<file path="src/rtl/bus_demux_pkg.sv">
// Shared types and helpers for the three-target load/store bus demultiplexer.
package bus_demux_pkg;

    // Number of real downstream targets; the fourth select code is unmapped.
    localparam int unsigned NUM_TGT   = 3;
    // Width of the target ID carried in the pending queue.
    localparam int unsigned ID_W      = 2;
    // Widest address the decode helper accepts; callers zero-extend into it.
    localparam int unsigned ADDR_MAX  = 64;

    typedef enum logic [1:0] {
        TGT0    = 2'd0,
        TGT1    = 2'd1,
        TGT2    = 2'd2,
        TGT_ERR = 2'd3
    } tgt_id_t;

    // Pull the 2-bit select field starting at sel_lsb and map it to a target ID.
    function automatic tgt_id_t decode_tgt(input logic [ADDR_MAX-1:0] addr,
                                           input int unsigned         sel_lsb);
        return tgt_id_t'(2'(addr >> sel_lsb));
    endfunction

    // One-hot strobe for a target ID; the unmapped ID selects nothing.
    function automatic logic [NUM_TGT-1:0] tgt_onehot(input tgt_id_t id);
        logic [NUM_TGT-1:0] mask;
        mask = '0;
        case (id)
            TGT0:    mask = 3'b001;
            TGT1:    mask = 3'b010;
            TGT2:    mask = 3'b100;
            default: mask = 3'b000;
        endcase
        return mask;
    endfunction

endpackage

</file>
<file path="src/rtl/bus_demux3_id_fifo.sv">
// In-order pending-transaction queue holding the target ID of every accepted request.
module id_fifo #(
    parameter int unsigned DEPTH = 4,
    parameter int unsigned DW    = 2
) (
    input  logic                     clk,
    input  logic                     reset,
    input  logic                     push,
    input  logic                     pop,
    input  logic [DW-1:0]            din,
    output logic                     full,
    output logic                     empty,
    output logic [$clog2(DEPTH):0]   count,
    output logic [DW-1:0]            head
);

    localparam int unsigned PW = $clog2(DEPTH);
    localparam int unsigned CW = PW + 1;

    logic [DW-1:0] mem [DEPTH];
    logic [PW-1:0] wr_ptr;
    logic [PW-1:0] rd_ptr;
    logic          do_push;
    logic          do_pop;

    // Ignore a push into a full queue and a pop from an empty one.
    always_comb begin
        do_push = push && !full;
        do_pop  = pop && !empty;
    end

    // Storage: cleared on reset so a stale ID can never reach the head.
    always_ff @(posedge clk or posedge reset) begin
        if (reset) begin
            for (int i = 0; i < int'(DEPTH); i++) begin
                mem[i] <= '0;
            end
        end else if (do_push) begin
            mem[wr_ptr] <= din;
        end
    end

    // Pointers wrap naturally because DEPTH is a power of two.
    always_ff @(posedge clk or posedge reset) begin
        if (reset) begin
            wr_ptr <= '0;
            rd_ptr <= '0;
        end else begin
            if (do_push) begin
                wr_ptr <= wr_ptr + PW'(1);
            end
            if (do_pop) begin
                rd_ptr <= rd_ptr + PW'(1);
            end
        end
    end

    // Occupancy carries one extra bit so full and empty stay distinct.
    always_ff @(posedge clk or posedge reset) begin
        if (reset) begin
            count <= '0;
        end else begin
            case ({do_push, do_pop})
                2'b10:   count <= count + CW'(1);
                2'b01:   count <= count - CW'(1);
                default: count <= count;
            endcase
        end
    end

    // Status flags and head-of-queue view.
    always_comb begin
        full  = (count == CW'(DEPTH));
        empty = (count == CW'(0));
        head  = mem[rd_ptr];
    end

endmodule

</file>
<file path="src/rtl/bus_demux3.sv">
// Single-initiator to three-target data-bus demultiplexer with an in-order response steering queue.
module bus_demux3
    import bus_demux_pkg::*;
#(
    parameter int unsigned WIDTH   = 32,
    parameter int unsigned AWIDTH  = 32,
    parameter int unsigned SEL_LSB = 28,
    parameter int unsigned DEPTH   = 4
) (
    input  logic              clk,
    input  logic              reset,
    input  logic              req_valid,
    output logic              req_ready,
    input  logic [AWIDTH-1:0] req_addr,
    input  logic              req_we,
    input  logic [WIDTH-1:0]  req_wdata,
    output logic [2:0]        dn_valid,
    input  logic [2:0]        dn_ready,
    output logic [AWIDTH-1:0] dn_addr,
    output logic              dn_we,
    output logic [WIDTH-1:0]  dn_wdata,
    input  logic [2:0]        tgt_rsp_valid,
    input  logic [WIDTH-1:0]  tgt_rdata0,
    input  logic [WIDTH-1:0]  tgt_rdata1,
    input  logic [WIDTH-1:0]  tgt_rdata2,
    output logic              rsp_valid,
    output logic [WIDTH-1:0]  rsp_rdata,
    output logic              rsp_err,
    output logic              proto_err
);

    localparam int unsigned CW = $clog2(DEPTH) + 1;

    // Request hold stage
    logic              hold_valid;
    tgt_id_t           hold_tgt;
    logic              hold_fire;
    tgt_id_t           req_tgt;
    logic              accept;
    logic              load_hold;

    // Pending queue
    logic              fifo_full;
    logic              fifo_empty;
    logic [CW-1:0]     fifo_count;
    logic [ID_W-1:0]   fifo_head;
    tgt_id_t           head_id;
    logic              can_push;

    // Response steering
    logic              pop;
    logic [2:0]        expect_mask;
    logic [2:0]        stray;
    logic [WIDTH-1:0]  sel_rdata;
    logic              sel_err;

    // Decode, downstream strobe and upstream acceptance.
    always_comb begin
        req_tgt   = decode_tgt(ADDR_MAX'(req_addr), SEL_LSB);
        dn_valid  = hold_valid ? tgt_onehot(hold_tgt) : 3'b000;
        hold_fire = |(dn_valid & dn_ready);
        // Full blocks acceptance even if a pop is happening, keeping response off the ready path.
        can_push  = (fifo_count < CW'(DEPTH)) && !fifo_full;
        req_ready = !reset && (!hold_valid || hold_fire) && can_push;
        accept    = req_valid && req_ready;
        // Unmapped requests only occupy a queue slot; they never reach a target.
        load_hold = accept && (req_tgt != TGT_ERR);
    end

    // Hold register valid/target: cleared on handshake, reloaded by a mapped accept.
    always_ff @(posedge clk or posedge reset) begin
        if (reset) begin
            hold_valid <= 1'b0;
            hold_tgt   <= TGT0;
        end else if (load_hold) begin
            hold_valid <= 1'b1;
            hold_tgt   <= req_tgt;
        end else if (hold_fire) begin
            hold_valid <= 1'b0;
        end
    end

    // Forwarded payload: only changes on a mapped accept, so it is stable until handshake.
    always_ff @(posedge clk or posedge reset) begin
        if (reset) begin
            dn_addr  <= '0;
            dn_we    <= 1'b0;
            dn_wdata <= '0;
        end else if (load_hold) begin
            dn_addr  <= req_addr;
            dn_we    <= req_we;
            dn_wdata <= req_wdata;
        end
    end

    id_fifo #(
        .DEPTH (DEPTH),
        .DW    (ID_W)
    ) u_id_fifo (
        .clk   (clk),
        .reset (reset),
        .push  (accept),
        .pop   (pop),
        .din   (ID_W'(req_tgt)),
        .full  (fifo_full),
        .empty (fifo_empty),
        .count (fifo_count),
        .head  (fifo_head)
    );

    // Steer the head target's response back; an unmapped head is answered locally.
    always_comb begin
        pop         = 1'b0;
        expect_mask = 3'b000;
        sel_rdata   = '0;
        sel_err     = 1'b0;
        head_id     = tgt_id_t'(fifo_head);
        if (!fifo_empty) begin
            case (head_id)
                TGT0: begin
                    expect_mask = 3'b001;
                    pop         = tgt_rsp_valid[0];
                    sel_rdata   = tgt_rdata0;
                end
                TGT1: begin
                    expect_mask = 3'b010;
                    pop         = tgt_rsp_valid[1];
                    sel_rdata   = tgt_rdata1;
                end
                TGT2: begin
                    expect_mask = 3'b100;
                    pop         = tgt_rsp_valid[2];
                    sel_rdata   = tgt_rdata2;
                end
                default: begin
                    pop         = 1'b1;
                    sel_err     = 1'b1;
                end
            endcase
        end
        if (!pop) begin
            sel_rdata = '0;
        end
        // Any response not from the current head target is dropped and flagged.
        stray = tgt_rsp_valid & ~expect_mask;
    end

    // Registered response to the core, one pulse per popped transaction.
    always_ff @(posedge clk or posedge reset) begin
        if (reset) begin
            rsp_valid <= 1'b0;
            rsp_rdata <= '0;
            rsp_err   <= 1'b0;
        end else begin
            rsp_valid <= pop;
            rsp_rdata <= sel_rdata;
            rsp_err   <= sel_err;
        end
    end

    // Sticky protocol-violation flag.
    always_ff @(posedge clk or posedge reset) begin
        if (reset) begin
            proto_err <= 1'b0;
        end else if (|stray) begin
            proto_err <= 1'b1;
        end
    end

endmodule

</file>
<file path="config.mk">
export PLATFORM = sky130hd
export DESIGN_NAME = bus_demux3
export DESIGN_NICKNAME = d
export VERILOG_FILES = /design/src/rtl/bus_demux_pkg.sv /design/src/rtl/bus_demux3_id_fifo.sv /design/src/rtl/bus_demux3.sv
export SDC_FILE = /design/constraint.sdc
export NUM_CORES = 1
export LEC_CHECK = 0
export ABC_CLOCK_PERIOD_IN_PS = 3100
export CAP_MARGIN = 20
export CORE_MARGIN = 2
export CORE_UTILIZATION = 36
export DETAILED_ROUTE_END_ITERATION = 12
export PLACE_DENSITY = 0.77
export SYNTH_ARGS = -nofsm -noshare
export SYNTH_HDL_FRONTEND = slang
export SYNTH_HIERARCHICAL = 1
export SYNTH_SLANG_ARGS = --single-unit
</file>
<file path="constraint.sdc">
create_clock -name clk -period 3.1 [get_ports clk]
set_input_delay 0.31 -clock clk [delete_from_list [all_inputs] [get_ports clk]]
set_output_delay 0.31 -clock clk [all_outputs]
set_load 0.01 [all_outputs]
</file>
==> run summary <==
The cell area after synthesis is about 5300 µm². The number of hold buffers added after cts came out at 0. Buffers inserted during clock tree synthesis total 17. The proportion of layout cells with a drive suffix above 1 is 0.180.

Summed over all layers, the global routing overflow is 0. The critical path goes through mux4_2 -> mux2_2 -> o21ai_2 -> inv_1 -> o31a_2 -> ha_1 -> inv_1 -> fa_1 -> xor2_1 -> nor2_1 -> xor2_1. For this run, the top clock speed supported by timing is 356 MHz. The number of endpoints with negative hold slack in the final report came out at 0. The final hold slack came out at between 0.4 and 0.5 ns. The antenna violation net count after detailed routing is 0. The number of maximum-capacitance constraint violations came out at 0. After synthesis the netlist holds a flip-flop and latch count of approximately 120. The number of distinct library cells after synthesis came out at 37. The die height came out at between 100 and 150 µm. For this run, the slowest stage of the critical path takes ~0.66 ns.

The power density normalized to cell area came out at 1070 nW/µm². The share of total power consumed by net switching came out at 0.338. The TritonCTS clock tree is built. The via count of the first global-routing pass came out at about 4500. For this run, the share of the core covered by cells in the final layout is 0.613. The required time reported for the critical path endpoint came out at ~3.4 ns. The share of power burned in the clock network is 0.217. The wire length per cell after detailed routing is 16.8 µm. Setup repair after global routing left no endpoint under its margin.

The total internal power is between 6000 and 7000 µW. The critical path in this run is classified as flop to flop. The met2 routing resource usage after global routing came out at 0.327.

The type of the tightest min-delay check is primary input to async pin. The number of enable flip-flop cells after synthesis came out at 0. Of the available clock period, the critical path in the final layout requires 0.907. The buffer levels on the longest clock path is 2. The data arrival at the endpoint of the critical path is ~3.1 ns. Counting every instance in the synthesized netlist gives ~410. The count of vias placed by the detailed router is 4161. For this run, global-route usage on met1 was measured as 0.220. The H-tree was split into 4 levels.

Setup violations remaining at the end of the flow were counted as 0. STA classifies the critical path startpoint as a flop. Clock-pin slew was measured on the worst setup and hold paths at 0.05 ns. The number of nets in the finished design is 858. Measured in cells, the most critical reg-to-reg path has a length of 11. For this run, the leading register cell type out of synthesis is sky130_fd_sc_hd__dfrtp_1.

The floorplan row count came out at 44. The share of power burned in registers came out at 0.280. The share of synthesized area occupied by flip-flops and latches came out at 0.544.

The initial antenna violation count is 0. The sum of negative setup slack is 0 ns. The average instance in the mapped netlist occupies ~13 µm². For this run, the number of Yosys warnings is 6. The clock latency at the later pin of the worst-skew pair is 0.41 ns. The fraction of registers with async set/reset is 1.00. In the routed layout, each cell is associated on average with a via count of ~4.7.

Buffers added to address setup during post-CTS repair amount to 0. For the pin with the worst max-slew slack, the measured transition is 0.579 ns. Entering global routing, the biggest net connects 66 pins. The post-route cell area came out at a little under 9000 µm². The slowest stage of the critical path belongs to the cell sky130_fd_sc_hd__mux4_2. The die covers 15800 µm². The number of remaining DRC errors is 0.

The area growth from synthesis to layout is 66.4%. Detailed placement finished with a half-perimeter wire length of 11.2 mm. The core outline area came out at ~14000 µm². The final-report max-slew violation count came out at 0. The placement-stage cell area came out at 8240 µm². For this design the static power due to leakage is ~0.0040 µW. The overall die width came out at 126 µm. For this block, the routed nets add up to 14.8 mm of wire. The worst setup path is captured at a flop. The antenna diode count is 0. The synthesized net count came out at ~580. The overall fraction of global-route tracks in use came out at 0.185. The critical path contains buffers and inverters numbering 2 combined. Summed over all nets, the switching power comes to between 3000 and 4000 µW. The worst register-to-register path ends at u_id_fifo/count[2]$_DFFE_PP0P_. The layout filler cell count came out at between 1000 and 1500. The startpoint of the worst register-to-register path is u_id_fifo/rd_ptr[0]$_DFFE_PP0P_. The count of cells resized by post-cts repair is 0.

The TritonCTS sink count came out at 116. The top-level I/O count came out at 274. The post-route minimum period came out at 2.81 ns. The first-pass GRT wire length came out at 23.2 mm. The flow ran to the end, and the final reports show no timing, DRC or antenna violations. IR analysis of the VDD net gives a maximum drop of 723 µV. Measured against its own limit, the worst slew margin works out to 0.614. Buffers placed on the I/O ports in this run total 273. The critical-path maximum fanout came out at 6. The portion of total power attributed to combinational logic is 0.503. The routability congestion estimate from global placement is 0.825. met2 is the most crowded layer.

The kind of cell with the highest combined delay on the critical path is multiplexers. The most critical setup path has its startpoint at u_id_fifo/rd_ptr[0]$_DFFE_PP0P_. The met3 capacity usage during global routing came out at 0.0535.

CTS placed an instance of sky130_fd_sc_hd__clkbuf_16 at the clock tree root. The setup check on the worst reg-to-reg path leaves a slack of ~0.29 ns. The design draws roughly 9500 µW. For this configuration, the core starts out at a cell density of 0.368. The total iterations of the first detailed-routing run came out at 4. Between clock sinks in the finished design, the worst skew comes to 0.0102 ns. In this run, the number of DRC markers left after iteration 0 of detailed routing was a little over 90.
-- cell families after synthesis --
family,count (synthesis),synth area share
flops,116,0.544
fa+ha+maj,6,0.0155
xor+xnor,6,0.00985
simple gates,92,0.0811
buf+inv,33,0.0335
mux,110,0.271
compound gates,42,0.0453
-- synthesized netlist by cell type (2+ instances only) --
cell type | n | area, µm²
sky130_fd_sc_hd__mux4_2 | 2 | 45.0
sky130_fd_sc_hd__dfrtp_1 | 116 | 2900
sky130_fd_sc_hd__buf_2 | 8 | 40.0
sky130_fd_sc_hd__mux2i_1 | 34 | 340
sky130_fd_sc_hd__ha_1 | 5 | 62.6
sky130_fd_sc_hd__nand3b_1 | 2 | 15.0
sky130_fd_sc_hd__inv_1 | 12 | 45.0
sky130_fd_sc_hd__clkbuf_1 | 6 | 22.5
sky130_fd_sc_hd__nand2_1 | 7 | 26.3
sky130_fd_sc_hd__mux2_4 | 60 | 901
sky130_fd_sc_hd__nor2_1 | 69 | 259
sky130_fd_sc_hd__a21oi_1 | 35 | 175
sky130_fd_sc_hd__buf_6 | 6 | 67.6
sky130_fd_sc_hd__nor3_1 | 3 | 15.0
sky130_fd_sc_hd__xnor2_1 | 3 | 26.3
sky130_fd_sc_hd__mux2_2 | 14 | 158
sky130_fd_sc_hd__xor2_1 | 3 | 26.3
-- flip-flops by register name, summed over array words and instances, names as in the netlist, 2 cells and up --
name / cells
dn_wdata: 32
rsp_rdata: 32
dn_addr: 31
u_id_fifo/mem: 8
u_id_fifo/count: 3
u_id_fifo/rd_ptr: 2
u_id_fifo/wr_ptr: 2
-- area by class of cell --
type                            count  area, µm²  area share
Clock buffer                       20        457      0.0515
Clock inverter                     12        176      0.0199
Inverter                           12       47.5     0.00536
Multi-Input combinational cell    256       2260       0.255
Sequential cell                   116       2900       0.327
Tap cell                          184        230      0.0259
Timing Repair Buffer              279       2800       0.316
-- worst max-delay path by stage --
stage | to | cells past startpoint
final | u_id_fifo/count[2]$_DFFE_PP0P_ | 11
after global routing | u_id_fifo/count[2]$_DFFE_PP0P_ | 11
after CTS | u_id_fifo/count[2]$_DFFE_PP0P_ | 11
after detailed placement | u_id_fifo/count[2]$_DFFE_PP0P_ | 11
after global placement | u_id_fifo/count[2]$_DFFE_PP0P_ | 11
after floorplan | u_id_fifo/count[2]$_DFFE_PP0P_ | 15
-- metal layers --
layer / vias to the layer above / share of wire
met4: 0 / 0.016
met2: 165 / 0.51
met5: - / 0
met1: 2034 / 0.40
met3: 20 / 0.064
li1: 1942 / -
-- power by group through the flow --
stage	Combinational [µW]	Sequential, µW	Clock [µW]
2_1_floorplan	2530	2900	0
3_3_place_gp	4700	2630	0
3_5_place_dp	4790	2680	0
4_1_cts	4820	2670	2100
5_1_grt	5140	2750	2190
6_report	4780	2660	2060
-- per-stage QoR --
| stage | setup WS (ns) | std cells |
|---|---|---|
| 2_1_floorplan | 0.0908 | 405 |
| 3_3_place_gp | 0.386 | 847 |
| 3_5_place_dp | 0.274 | 847 |
| 4_1_cts | 0.272 | 879 |
| 5_1_grt | 0.134 | 879 |
| 6_report | 0.289 | 879 |
-- layout by cell type (no fill, tap or decap), types with 5 or more instances in the layout --
cell                              count
sky130_fd_sc_hd__mux2i_1             34
sky130_fd_sc_hd__ha_1                 5
sky130_fd_sc_hd__mux2_2              14
sky130_fd_sc_hd__dfrtp_1            116
sky130_fd_sc_hd__inv_1               11
sky130_fd_sc_hd__mux2_4              60
sky130_fd_sc_hd__nor2_1              69
sky130_fd_sc_hd__clkdlybuf4s50_1    273
sky130_fd_sc_hd__clkbuf_16           17
sky130_fd_sc_hd__a21oi_1             35
sky130_fd_sc_hd__nand2_1              7
Power figures use the tool's default switching activity.
